**src/rtl/ft_stall_gen.sv**
```systemverilog
// ---------------------------------------------------------------------------
// ft_stall_gen
//
// Stall generator feeding the FreezeTime timer. It emulates memory latency by
// freezing the instruction and data buses for a number of cycles after each
// access, and periodically inserts a sync freeze (ext_stall) of SYNC_COST
// cycles after every TINTERVAL cycles of normal running.
//
// Request / stall handshake (applies to both buses):
//   A bus request (busX_read / busX_write) is a level held by the CPU until
//   the access completes. The access completes in the first cycle in which
//   the request is high and busX_stall is low. A request is sampled only in a
//   RUN cycle that is not an ack cycle; if its combined latency is >= 2 the
//   buses freeze for latency-1 cycles, followed by one ack cycle in which the
//   still-held request completes and is deliberately not sampled again.
//
// Ports:
//   clock        in   fabric clock
//   reset        in   synchronous, active-high reset
//   sim_Start    in   simulation started (level)
//   sim_End      in   simulation ended (level)
//   busI_read    in   instruction bus read request
//   busI_write   in   instruction bus write request
//   busD_read    in   data bus read request
//   busD_write   in   data bus write request
//   busI_stall   out  stall instruction bus
//   busD_stall   out  stall data bus
//   ext_stall    out  sync freeze active
//   sync_count   out  number of sync freezes entered (wraps at 2^32)
//   stall_total  out  cycles with any stall output high (wraps at 2^64)
//   o_dbg_state  out  current FSM state (IDLE=0, RUN=1, MEM_STALL=2,
//                     SYNC_STALL=3)
// ---------------------------------------------------------------------------
module ft_stall_gen #(
    parameter int READ_LATENCY  = 1,
    parameter int WRITE_LATENCY = 1,
    parameter int TINTERVAL     = 1000,
    parameter int SYNC_COST     = 3,
    parameter int CNT_W         = 16
) (
    input  logic        clock,
    input  logic        reset,
    input  logic        sim_Start,
    input  logic        sim_End,
    input  logic        busI_read,
    input  logic        busI_write,
    input  logic        busD_read,
    input  logic        busD_write,
    output logic        busI_stall,
    output logic        busD_stall,
    output logic        ext_stall,
    output logic [31:0] sync_count,
    output logic [63:0] stall_total,
    output logic [1:0]  o_dbg_state
);

    typedef enum logic [1:0] {
        ST_IDLE       = 2'd0,
        ST_RUN        = 2'd1,
        ST_MEM_STALL  = 2'd2,
        ST_SYNC_STALL = 2'd3
    } state_t;

    // One extra bit so that read+write latency on one bus cannot overflow.
    localparam int LW = CNT_W + 1;

    localparam logic [LW-1:0]    RD_LAT    = LW'(READ_LATENCY);
    localparam logic [LW-1:0]    WR_LAT    = WR_LAT_CALC();
    localparam logic [LW-1:0]    SYNC_LOAD = LW'(SYNC_COST);
    localparam logic [CNT_W-1:0] INT_LAST  = CNT_W'((TINTERVAL > 0) ? (TINTERVAL - 1) : 0);
    localparam bit               SYNC_EN   = (TINTERVAL != 0);

    function automatic logic [LW-1:0] WR_LAT_CALC();
        return LW'(WRITE_LATENCY);
    endfunction

    // -----------------------------------------------------------------------
    // Registers
    // -----------------------------------------------------------------------
    state_t            r_state;
    logic [LW-1:0]     r_cnt;            // shared down-counter for both freezes
    logic [CNT_W-1:0]  r_int_cnt;        // RUN cycles since the last expiry
    logic              r_ack;            // current RUN cycle is an ack cycle
    logic              r_sync_pending;   // expiry seen while a mem stall started
    logic              r_busi_stall;
    logic              r_busd_stall;
    logic              r_ext_stall;
    logic [31:0]       r_sync_count;
    logic [63:0]       r_stall_total;

    // -----------------------------------------------------------------------
    // Request decode
    // -----------------------------------------------------------------------
    logic              w_is_sim;
    logic [LW-1:0]     w_lat_i;
    logic [LW-1:0]     w_lat_d;
    logic [LW-1:0]     w_lat_max;
    logic [LW-1:0]     w_mem_load;
    logic              w_mem_go;
    logic              w_int_hit;
    logic              w_any_stall;

    assign w_is_sim   = sim_Start & ~sim_End;

    assign w_lat_i    = (busI_read  ? RD_LAT : '0) + (busI_write ? WR_LAT : '0);
    assign w_lat_d    = (busD_read  ? RD_LAT : '0) + (busD_write ? WR_LAT : '0);
    assign w_lat_max  = (w_lat_i >= w_lat_d) ? w_lat_i : w_lat_d;
    assign w_mem_load = w_lat_max - LW'(1);

    // A latency of 0 or 1 completes in the request cycle, so only >=2 stalls.
    // Requests in the ack cycle belong to the access that just completed.
    assign w_mem_go   = ~r_ack & (w_lat_max >= LW'(2));

    assign w_int_hit  = SYNC_EN & (r_int_cnt == INT_LAST);

    assign w_any_stall = r_busi_stall | r_busd_stall | r_ext_stall;

    // -----------------------------------------------------------------------
    // FSM with registered stall outputs
    // -----------------------------------------------------------------------
    always_ff @(posedge clock) begin
        if (reset) begin
            r_state        <= ST_IDLE;
            r_cnt          <= '0;
            r_int_cnt      <= '0;
            r_ack          <= 1'b0;
            r_sync_pending <= 1'b0;
            r_busi_stall   <= 1'b0;
            r_busd_stall   <= 1'b0;
            r_ext_stall    <= 1'b0;
            r_sync_count   <= '0;
            r_stall_total  <= '0;
        end else begin
            // Counts the cycles in which the registered outputs are high.
            if (w_any_stall) begin
                r_stall_total <= r_stall_total + 64'd1;
            end

            if (!w_is_sim) begin
                // Leaving simulation abandons any freeze in progress; the
                // interval counter, pending flag and statistics are kept.
                r_state      <= ST_IDLE;
                r_ack        <= 1'b0;
                r_busi_stall <= 1'b0;
                r_busd_stall <= 1'b0;
                r_ext_stall  <= 1'b0;
            end else begin
                case (r_state)
                    ST_IDLE: begin
                        r_state <= ST_RUN;
                        r_ack   <= 1'b0;
                    end

                    ST_RUN: begin
                        r_ack <= 1'b0;
                        if (r_sync_pending) begin
                            // Deferred sync: taken right after the ack cycle
                            // of the mem stall that delayed it.
                            r_sync_pending <= 1'b0;
                            r_state        <= ST_SYNC_STALL;
                            r_cnt          <= SYNC_LOAD;
                            r_busi_stall   <= 1'b1;
                            r_busd_stall   <= 1'b1;
                            r_ext_stall    <= 1'b1;
                            r_sync_count   <= r_sync_count + 32'd1;
                        end else begin
                            if (w_mem_go) begin
                                // Both buses freeze for the longer latency;
                                // a bus is only frozen if its own access
                                // would have stalled.
                                r_state      <= ST_MEM_STALL;
                                r_cnt        <= w_mem_load;
                                r_busi_stall <= (w_lat_i >= LW'(2));
                                r_busd_stall <= (w_lat_d >= LW'(2));
                            end

                            if (SYNC_EN) begin
                                if (w_int_hit) begin
                                    r_int_cnt <= '0;
                                    if (w_mem_go) begin
                                        // Mem stall wins; sync follows it.
                                        r_sync_pending <= 1'b1;
                                    end else begin
                                        r_state      <= ST_SYNC_STALL;
                                        r_cnt        <= SYNC_LOAD;
                                        r_busi_stall <= 1'b1;
                                        r_busd_stall <= 1'b1;
                                        r_ext_stall  <= 1'b1;
                                        r_sync_count <= r_sync_count + 32'd1;
                                    end
                                end else begin
                                    r_int_cnt <= r_int_cnt + CNT_W'(1);
                                end
                            end
                        end
                    end

                    ST_MEM_STALL: begin
                        if (r_cnt == LW'(1)) begin
                            r_state      <= ST_RUN;
                            r_ack        <= 1'b1;
                            r_busi_stall <= 1'b0;
                            r_busd_stall <= 1'b0;
                        end else begin
                            r_cnt <= r_cnt - LW'(1);
                        end
                    end

                    ST_SYNC_STALL: begin
                        // Return without an ack: held requests are fresh
                        // accesses from the CPU's point of view.
                        if (r_cnt == LW'(1)) begin
                            r_state      <= ST_RUN;
                            r_ack        <= 1'b0;
                            r_busi_stall <= 1'b0;
                            r_busd_stall <= 1'b0;
                            r_ext_stall  <= 1'b0;
                        end else begin
                            r_cnt <= r_cnt - LW'(1);
                        end
                    end

                    default: begin
                        r_state <= ST_IDLE;
                    end
                endcase
            end
        end
    end

    // -----------------------------------------------------------------------
    // Outputs
    // -----------------------------------------------------------------------
    assign busI_stall  = r_busi_stall;
    assign busD_stall  = r_busd_stall;
    assign ext_stall   = r_ext_stall;
    assign sync_count  = r_sync_count;
    assign stall_total = r_stall_total;
    assign o_dbg_state = r_state;

endmodule
```
**config.mk**
```make
export PLATFORM = sky130hd
export DESIGN_NAME = ft_stall_gen
export DESIGN_NICKNAME = d
export VERILOG_FILES = /design/src/rtl/ft_stall_gen.sv
export SDC_FILE = /design/constraint.sdc
export NUM_CORES = 1
export LEC_CHECK = 0
export CORE_ASPECT_RATIO = 0.9
export CORE_MARGIN = 2
export CORE_UTILIZATION = 49
export DETAILED_ROUTE_END_ITERATION = 12
export MAX_ROUTING_LAYER = met4
export PLACE_DENSITY = 0.82
export SYNTH_ARGS = -nofsm -noshare
export SYNTH_HDL_FRONTEND = slang
export SYNTH_SLANG_ARGS = --single-unit
export TNS_END_PERCENT = 20
```
**constraint.sdc**
```tcl
create_clock -name clock -period 2.6 [get_ports clock]
set_input_delay 0.65 -clock clock [delete_from_list [all_inputs] [get_ports clock]]
set_output_delay 0.65 -clock clock [all_outputs]
set_load 0.02 [all_outputs]
```
==> flow_metrics.tcl, run 1 <==
set metrics [dict create \
    die_x_um 131.6 \
    p_total_uw 4805 \
    finalNetCount 1042 \
    power_leakage_uw 0.003342 \
    ant_nets 0 \
    use_met2_pct 40.45 \
    grt_util_met1_pct 33.03 \
    cts_buffers 17 \
    postSynthAreaPerCell_um2 8.210 \
    max_stage_delay_ns 0.63 \
    path_clk_slew_ns 0.06 \
    postSynthCellCount 874 \
    grt_pass1_wl_mm 32.58 \
    cts_tree "built" \
    place_inst 1195 \
    die-area_um2 15630 \
    critPathTopFamily "simple AND/OR/NAND/NOR gates" \
    clock-sinks 136 \
    mappedNetlistArea_um2 7176 \
    final_cells 1229 \
    syn_nets 893 \
    grt-ovfl-total 0 \
    gp_congestion 0.8832 \
    dieHeight_um 118.8 \
    worstMarginPinSlew_ns 0.7075 \
    status "completed" \
    viasPerCell 6.001 \
    max_freq_mhz 400.1 \
    fillCellCount 1186 \
    dr.pass1.iters 5 \
    grtUsageMet3_pct 5.062 \
    critPathKind "reg -> reg" \
    seq_area_frac_synth_pct 37.94 \
    maxCapViolCount 0 \
    synthFlopType "dfxtp_1" \
    synth.top_cell.area_share_pct 37.94 \
    drt_wl_total_mm 19.23 \
    h-tree-depth 4 \
    cp_data_required_time_ns 2.90 \
    synth-warning-count 0 \
    antenna_found_initial 0 \
    drt-initial-drc-count 558 \
    p_per_area_nw_per_um2 504.4 \
    start_kind "register" \
    path_cells "inv_1 > ha_1 > or4b_2 > or4_1 > o21ai_4 > a21oi_1 > a221o_1" \
    finalClockSkew_ns 0.008893 \
    grt_max_degree 71 \
    pin_count 109 \
    synth_edf_count 0 \
    cts_root_buf "clkbuf_16" \
    n_antenna_cell 0 \
    synth_seq_cells 136 \
    async_reset_ff_share_pct 0 \
    holdCritPathClass "reg -> reg" \
    drc 0 \
    num_vias 7375 \
    maxSlewViolCount 0 \
    core_area_um2 14160 \
    initial_core_util_pct 50.68 \
    area_growth_pct 32.78 \
    post_dp_cell_area_um2 8886 \
    grt.busiest_layer "met2" \
    synthTopCellsByArea "dfxtp_1, a21oi_1, nor2_1" \
    clk_path_buf_depth 2 \
    hold_ws_ns 0.4922 \
    report.final.hold_viol_count 0 \
    cp.arrival_ns 2.80 \
    crit_fanout 7 \
    num_rows 41 \
    yosysTopAreaCell "dfxtp_1" \
    grt_pass1_vias 6798 \
    fin_crit_ns 2.499 \
    clock_latency_ns 0.42 \
    cp_num_buf_inv 1 \
    yosysMostFrequentCell "dfxtp_1" \
    multi_input_area_um2 4242 \
    synth.distinct_cells 65 \
    slowest_stage "or4b_2" \
    period_share_pct 96.13 \
    worst_setup_path_end_kind "register" \
    drive_above_1_share_pct 12.84 \
    dp_hpwl_mm 13.37 \
    peakVddDrop_uv 432.3 \
    design_area_um2 9528 \
    grt_usage_pct 25.43 \
    finalSetupViolations 0 \
    seqCellArea_um2 2723 \
    ys_top_cells_by_count "dfxtp_1, nor2_1, a21oi_1, nand2_1, nand3_1" \
    port_buffers 108 \
    slew_headroom_pct 52.24 \
    drt-wirelength-per-cell_um 15.65 \
]
[what timing repair did]
item                                    CTS  global route
cloned                                    1             0
hold buffers                              0             0
endpoints found under the setup margin   19            14
setup buffers                             0             1
gates resized for setup                   7             8
pin swaps                                 3             7
[cell usage in the layout (no fill, tap or decap), types with 4 or more instances in the layout]
cell and count:
clkdlybuf4s50_1 103, ha_1 7, nor3_1 18, nand4b_1 4
nand3_1 50, nand2_1 63, o41ai_1 11, and2_1 12
and3_1 26, or3_1 20, clkinvlp_4 4, and4_1 12
nand4_1 37, xor2_1 29, a221o_1 5, o31ai_1 30
nor2_1 79, nor4_1 20, buf_4 66, xnor2_1 16
dfxtp_1 136, nand2b_1 4, clkbuf_16 17, nor2b_1 11
mux2_2 12, a21oi_1 68, or4_1 38, o21ai_0 30
inv_1 24
[worst paths after layout]
kind	cells past startpoint	to	from	slack (ns)
setup reg to reg	7	r_cnt[7]$_SDFFE_PP0P_	r_cnt[1]$_SDFFE_PP0P_	0.10
hold reg to reg	2	stall_total[51]$_SDFFE_PP0P_	stall_total[51]$_SDFFE_PP0P_	0.49
setup / recovery	7	r_cnt[7]$_SDFFE_PP0P_	r_cnt[1]$_SDFFE_PP0P_	0.10
hold / removal	2	stall_total[51]$_SDFFE_PP0P_	stall_total[51]$_SDFFE_PP0P_	0.49
[per-layer routing]
metal	vias to the layer above	part of all wire (%)
met5	-	0
met4	0	0.96
met3	18	5.4
met2	219	47
met1	3541	46
li1	3597	-
[registers in the layout, summed over array words and instances (netlist names)]
| register | cells |
|---|---|
| r_int_cnt | 16 |
| r_cnt | 17 |
| busD_stall | 1 |
| ext_stall | 1 |
| stall_total | 64 |
| o_dbg_state | 2 |
| r_ack | 1 |
| r_sync_pending | 1 |
| busI_stall | 1 |
| sync_count | 32 |
[kinds of logic after synthesis]
kind of cell | Yosys count | synth area share [%]
and+or+nand+nor | 411 | 31.72
DFF | 136 | 37.94
adders and majority gates | 11 | 1.918
xor gates and xnor gates | 45 | 5.492
AOI/OAI and AO/OA | 185 | 16.90
buffers and inverters | 72 | 3.871
muxes | 14 | 2.162
[stage by stage]
stage | util, % | worst slack (ns) | setup TNS, ns
after CTS | 67.18 | 0.05985 | 0
final | 67.29 | 0.1006 | 0
after floorplan | - | 0.01285 | 0
after global placement | 62.76 | -0.5973 | -17.06
after global routing | 67.29 | -0.002925 | -0.003586
after detailed placement | 62.76 | -0.6495 | -18.64
[worst reg2reg max path, delay by kind of cell, from the launching register on]
family | cells | cell delay (ns)
AO/OA/AOI/OAI | 3 | 0.61
AND/OR/NAND/NOR | 2 | 1.17
buffers and inverters | 1 | 0.12
flip-flops | 1 | 0.33
adder cells (fa/ha/maj) | 1 | 0.16
[report_power, final]
group / switching, uW / internal (uW)
logic: 122 / 98.0
registers: 4.08 / 2090
clock network: 951 / 1540
total: 1080 / 3730
[layout make-up]
type	instances	area share, %
multi-input cells	666	44.52
flip-flops and latches	136	28.58
inverters	26	1.024
clock buffers	19	4.649
well taps	193	2.534
clock inverters	13	1.773
repair buffers	176	16.93
(Power assumes the default switching activity.)
==> inputs of run 2 (changes only) <==
--- a/config.mk
+++ b/config.mk
@@ -8,6 +8,7 @@
 export CORE_ASPECT_RATIO = 0.9
 export CORE_MARGIN = 2
 export CORE_UTILIZATION = 49
+export CTS_CLUSTER_SIZE = 8
 export DETAILED_ROUTE_END_ITERATION = 12
 export MAX_ROUTING_LAYER = met4
 export PLACE_DENSITY = 0.82
==> results of run 2 <==
No change in the layout: final DEF, timing and power equal those of run 1.
